$ cat config.mk
export PLATFORM = sky130hd
export DESIGN_NAME = mul_sequencer
export DESIGN_NICKNAME = d
export VERILOG_FILES = /design/src/rtl/mul_sequencer.sv
export SDC_FILE = /design/constraint.sdc
export NUM_CORES = 1
export LEC_CHECK = 0
export CAP_MARGIN = 25
export CORE_AREA = 4 4 134 201
export CTS_CLUSTER_DIAMETER = 120
export CTS_CLUSTER_SIZE = 24
export DETAILED_ROUTE_END_ITERATION = 10
export DIE_AREA = 0 0 138 205
export PLACE_DENSITY = 0.59
export SLEW_MARGIN = 20
export SYNTH_ARGS = -nofsm -noshare
export SYNTH_HDL_FRONTEND = slang
export SYNTH_SLANG_ARGS = --single-unit
$ cat constraint.sdc
create_clock -name clk -period 2.3 [get_ports clk]
set_input_delay 0.345 -clock clk [delete_from_list [all_inputs] [get_ports clk]]
set_output_delay 0.345 -clock clk [all_outputs]
set_load 0.02 [all_outputs]
$ cat src/rtl/mul_sequencer.sv
// Multi-cycle sequencer that drives an external 32x32 unsigned multiplier and owns HI/LO.
// Optional signed support is compiled in when MUL_SIGNED_EN is defined.
module mul_sequencer #(
    parameter int MUL_CYCLES = 2
) (
    input  logic        clk,
    input  logic        rst,
    input  logic        start,
    input  logic        op_signed,
    input  logic [31:0] op_a,
    input  logic [31:0] op_b,
    input  logic        hi_we,
    input  logic        lo_we,
    input  logic [31:0] wdata,
    output logic [31:0] mul_a,
    output logic [31:0] mul_b,
    input  logic [31:0] mul_low,
    input  logic [31:0] mul_high,
    output logic        busy,
    output logic        done,
    output logic [31:0] hi,
    output logic [31:0] lo,
    output logic [1:0]  state_dbg
);

    // Handshake: start is taken only while busy=0 (IDLE); busy stays high from LOAD
    // through FIX; done pulses for exactly one cycle once HI/LO hold the product.
    typedef enum logic [1:0] {IDLE, LOAD, WAIT, FIX} state_t;

    state_t      state, state_nx;
    logic [31:0] a_q, b_q;
    logic        sgn_q;
    logic        neg;
    logic [3:0]  cnt;
    logic [31:0] mag_a, mag_b;
    logic        neg_c;
    logic [63:0] prod, prod_fix;

    assign prod      = {mul_high, mul_low};
    assign busy      = (state != IDLE);
    assign state_dbg = state;

`ifdef MUL_SIGNED_EN
    // 0x80000000 negates to itself, which is already its unsigned magnitude.
    assign mag_a    = (sgn_q && a_q[31]) ? (~a_q + 32'd1) : a_q;
    assign mag_b    = (sgn_q && b_q[31]) ? (~b_q + 32'd1) : b_q;
    assign neg_c    = sgn_q & (a_q[31] ^ b_q[31]);
    assign prod_fix = neg ? (~prod + 64'd1) : prod;
`else
    assign mag_a    = a_q;
    assign mag_b    = b_q;
    assign neg_c    = 1'b0 & sgn_q;
    assign prod_fix = prod;
`endif

    always_ff @(posedge clk) begin
        if (rst) state <= IDLE;
        else     state <= state_nx;
    end

    always_comb begin
        state_nx = state;
        case (state)
            IDLE:    if (start) state_nx = LOAD;
            LOAD:    state_nx = WAIT;
            WAIT:    if (cnt == 4'd0) state_nx = FIX;
            FIX:     state_nx = IDLE;
            default: state_nx = IDLE;
        endcase
    end

    always_ff @(posedge clk) begin
        if (rst) begin
            a_q   <= '0;
            b_q   <= '0;
            sgn_q <= 1'b0;
            neg   <= 1'b0;
            cnt   <= '0;
            mul_a <= '0;
            mul_b <= '0;
            hi    <= '0;
            lo    <= '0;
            done  <= 1'b0;
        end else begin
            done <= (state == FIX);
            if (state == IDLE) begin
                if (start) begin
                    a_q   <= op_a;
                    b_q   <= op_b;
                    sgn_q <= op_signed;
                end
                // A direct write in the start cycle lands now; FIX overwrites it later.
                if (hi_we) hi <= wdata;
                if (lo_we) lo <= wdata;
            end
            if (state == LOAD) begin
                mul_a <= mag_a;
                mul_b <= mag_b;
                neg   <= neg_c;
                cnt   <= 4'(MUL_CYCLES - 1);
            end
            if (state == WAIT && cnt != 4'd0) cnt <= cnt - 4'd1;
            if (state == FIX) begin
                hi <= prod_fix[63:32];
                lo <= prod_fix[31:0];
            end
        end
    end

endmodule

== Word level (Yosys, flattened, before mapping) ==
Cells that the tools add are included.

* Bits of input ports: 166
* Word-level logic and storage cells: 39
* Bits in registers: 199
* Output and inout port bits: 132

* Multiplexer cells: 11
* Equal/unequal tests: 5
* Reduce and logical (&&, ||, !) cells: 13
* Add/subtract/negate cells: 1

{| class="wikitable"
|+ Operators by type and width
! operator !! number
|-
| $mux 32 || 6
|-
| $reduce_bool 2->1 || 5
|-
| $mux 4 || 2
|-
| $pmux 2 s4 || 1
|-
| $reduce_and 2->1 || 4
|-
| $eq 2x2->1 const B || 2
|-
| $logic_not 4->1 || 1
|-
| $mux 2 || 2
|-
| $ne 2x2->1 const B || 2
|-
| $reduce_bool 4->1 || 1
|-
| $sub 4x1->4 const B || 1
|-
| $eq 2x1->1 const B || 1
|-
| $logic_not 2->1 || 1
|-
| $logic_and 1x1->1 || 1
|}

== Logic depth before layout (Yosys ltp) ==
* Depth after elaboration: 3
* Gate-level depth with buffers: 7

== Worst setup path after synthesis ==
No wires, ideal clock.

* Path type: flip-flop to flip-flop
* From: register state[0], in the netlist state_dbg[0]
* To: register hi[10]
* Slack: 0.496 ns
* Arrival: 1.666 ns
* Stages on the path, launching flop included: 7
* Path buffers: 2
* Required time: 2.162 ns
* Cells stage by stage: dfxtp_1 -> inv_1 -> ha_1 -> o21ba_2 -> buf_2 -> buf_1 -> a211oi_1

* Cells in the longest elaborated chain, start to end: 3
* Elaborated cells between the ends (all ways): 6
* Those cells by class: eq/ne: 1; mux: 1; reduce/logical: 4

{| class="wikitable"
|+ RTL lines
! element !! line !! source
|-
| start: declaration || 30 || <nowiki>state_t state, state_nx;</nowiki>
|-
| start signal: assignment || 58 || <nowiki>else state <= state_nx;</nowiki>
|-
| $eq 2x2->1 or $logic_not 2->1 (tied branches) || 103, 86 ||
|-
| $reduce_bool 2->1 (no source line) || -- ||
|-
| $reduce_and 2->1 (no source line) || -- ||
|-
| end signal: assignment || 93 || <nowiki>if (hi_we) hi <= wdata;</nowiki>
|-
| end signal: assignment || 104 || <nowiki>hi <= prod_fix[63:32];</nowiki>
|-
| end: declaration || 21 || <nowiki>output logic [31:0] hi,</nowiki>
|}

Several ways; a longest one is shown, not always the timed one.
A chain may end at the register's enable or synchronous reset.

== Worst setup path in the final report ==
* From: register state[1], in the netlist state_dbg[1]
* To: output busy

* Cells in the longest elaborated chain, start to end: 1

{| class="wikitable"
|+ RTL lines
! element !! line !! source
|-
| $reduce_bool 2->1 || 40 || <nowiki>assign busy = (state != IDLE);</nowiki>
|-
| end: declaration || 19 || <nowiki>output logic busy,</nowiki>
|}

Every way passes these cells.

==> reports/metrics.csv <==
stage;metric;value;unit
routing;routed wire length;22600;microns
placed_design;RePlAce Congestion;0.789;
clocking;TritonCTS clock tree;built;
clocking;CTS Buf Count;17;
routing;Initial DRC Count;182;
synth;synth top area cells;dfxtp_1, a21oi_1, mux2i_1;
synth;ys async rst share;0;%
grt;Remaining Overflow, GRT;0;
power;Pwr per Cell Area;1150;nW/um^2
synth;Cell Area, Synth;7480;sq um
finish;share of cells above drive strength 1;5.98;%
placed_design;# placed instances;1434;
timing;Least-Margin Pin Slew;0.613;ns
routing;Via density;4.54;
power;Comb power frac;40.3;%
clocking;Clock Sink Count;199;
power;Clock power frac;24.0;%
clocking;Worst-path clk slew;0.07;ns
grt;first-pass GRT wire length;35900;microns
job;Max-Cap Viols;0;
synth;Syn Inst Count;852;
finish;fin util;46.1;%
timing;endpoints failing hold;0;
synth;Avg Synthesized Cell Area;8.78;sq um
routing;Post-DRT Antenna Nets;0;
outcome;outcome;finished clean;
synth;Distinct cells, synth;25;
die;row cnt;71;
die;IO Count;298;
setup_path;Critical Path AT;1.66;ns
timing;Finish-stage setup viols;0;
power;Pleak;4.28;nW
placed_design;DP Wirelength;16500;microns
clocking;H-tree depth;4;
clocking;worst-skew pair later-pin latency;0.43;ns
synth;count leader, synth;dfxtp_1;
timing;Rel. slew slack;59.1;%
die;initial cell density of the core;29.9;%
timing;max-slew violation count;0;
finish;fin cells;1467;
grt;largest net degree at the start of global routing;71;
die;core area;25100;sq um
clocking;Root Buffer;clkbuf_16;
power;Switching Power;4.64;mW
routing;vias;6657;
setup_path;critical path class;reg -> out;
routing;Pre-antenna DRT Iters;4;
setup_path;Startpoint Class;register;
setup_path;crit end category;output port;
timing;worst clock skew;0.00900;ns
synth;Main synth FF type;dfxtp_1;
clocking;clk buf depth;2;
setup_path;Worst EP required;1.96;ns
die;die height;205;microns
timing;fin crit period;2.01;ns
timing;RSZ-0062 raised after global routing;no;
power;Worst VDD drop;0.617;mV
grt;number of antenna violations at the first check in global routing;1;
grt;total track usage;15.8;%
routing;average wire per standard cell;15.4;microns
timing;WHS;0.368;ns
finish;post-route cell area;11600;sq um
die;die extent in x;138;microns
synth;EDFF count, synth;0;
die;die footprint;28300;sq um
finish;Syn-to-layout area delta;54.4;%
min_path;worst hold path class;in -> reg;
placed_design;Port Buf Inserts;296;
synth;largest area contributor in the netlist;dfxtp_1;
synth;post-synth top area share;53.2;%
synth;Seq cells post-synth;199;
synth;Mapped Nets;1024;
clocking;Post-CTS Hold Fix Bufs;0;
power;Cell Int Power;8.60;mW
power;Switching Share;35.0;%
timing;Fmax;0.499;GHz
power;Flop pwr share;35.7;%
grt;vias in the first global route;6579;
synth;sequential fraction of the synthesis area;53.2;%
timing;Tcrit/Tclk final;87.2;%
routing;DRC;0;
synth;YS warnings;0;
placed_design;placed cell area;10900;sq um
finish;nets;1297;
setup_path;Crit Path Max Fanout;5;
timing;setup TNS;0;ns
synth;top cells by count, synth;dfxtp_1, a21oi_1, nand2_1;
critical path, stage by stage (launching register included):
cell           delay [ns]
dfxtp_1              0.44
inv_1                0.14
ha_1                 0.25
inv_1                0.06
dlygate4sd2_1        0.35
routing by layer:
layer	part of all wire [%]	global-route usage [%]	wire, microns	vias to the layer above
met5	0	0	0	-
met3	6.3	5.07	1430	23
li1	-	-	-	3423
met1	40	17.8	9170	3006
met2	51	28.0	11600	205
met4	2.0	5.40	462	0
kinds of logic after synthesis:
kind of cell,Yosys count,synth area share (%)
and+or+nand+nor,305,16.9
AOI/OAI and AO/OA,202,16.0
DFF,199,53.2
buffers and inverters,75,4.23
adders and majority gates,6,1.00
muxes,65,8.69
final cells by class:
| cell class | instances | area, sq um |
|---|---|---|
| sequential | 199 | 3990 |
| antenna | 1 | 2.50 |
| fill | 2474 | 13500 |
| multi-input combinational | 578 | 3210 |
| timing repair buffer | 323 | 3290 |
| clock buffer | 20 | 467 |
| tap | 328 | 410 |
| inverter | 6 | 22.5 |
| clock inverter | 12 | 163 |
cells in the final DEF (no fill, tap or decap), types with 2 or more instances in the layout:
master / synthesis / routed
a211oi_1: 65 / 65
mux2i_1: 65 / 65
nand3_1: 3 / 3
clkbuf_8: 0 / 3
ha_4: 0 / 2
nor2b_1: 35 / 35
inv_1: 6 / 6
a21oi_1: 132 / 132
inv_6: 0 / 4
nor2_1: 128 / 128
bufinv_16: 0 / 3
o21ba_2: 2 / 2
ha_1: 6 / 4
buf_4: 1 / 17
dfxtp_1: 199 / 198
clkinv_2: 0 / 2
clkbuf_16: 0 / 17
clkdlybuf4s50_1: 0 / 294
nand2_1: 132 / 131
buf_12: 0 / 10
or3_1: 2 / 2
final timing paths:
path	depth (start not counted)	slack, ns	from	end
setup reg to reg	6	0.44	state_dbg[1]	hi[17]
setup / recovery	4	0.29	state_dbg[1]	busy
hold / removal	2	0.37	rst	mul_b[4]
hold reg to reg	2	0.45	a_q[31]	a_q[31]
what timing repair did:
action | 4_1_cts | 5_1_grt
gates resized for setup | 2 | 0
buffers inserted | 0 | 0
endpoints found under the hold margin | 0 | 0
endpoints found under the setup margin | 1 | 0
power by group through the flow:
| stage | clock network [mW] | registers (mW) | logic [mW] |
|---|---|---|---|
| 4_1_cts | 3.30 | 4.73 | 5.45 |
| 3_5_place_dp | 0 | 4.81 | 5.43 |
| 5_1_grt | 3.44 | 4.84 | 5.81 |
| 6_report | 3.18 | 4.72 | 5.34 |
| 2_1_floorplan | 0 | 5.49 | 2.30 |
| 3_3_place_gp | 0 | 4.76 | 5.42 |
per-stage QoR:
step	power (mW)	setup slack [ns]
after floorplan	7.79	0.496
after CTS	13.5	0.232
after global placement	10.2	0.397
after global routing	14.1	0.168
after detailed placement	10.2	0.358
final	13.2	0.295
sequential cells by signal (all words and copies together), names as in the netlist:
signal,flops
done,1
a_q,32
mul_b,32
hi,32
mul_a,32
cnt,4
lo,32
b_q,32
state_dbg,2
No activity file was read; power rests on OpenSTA's default activity.
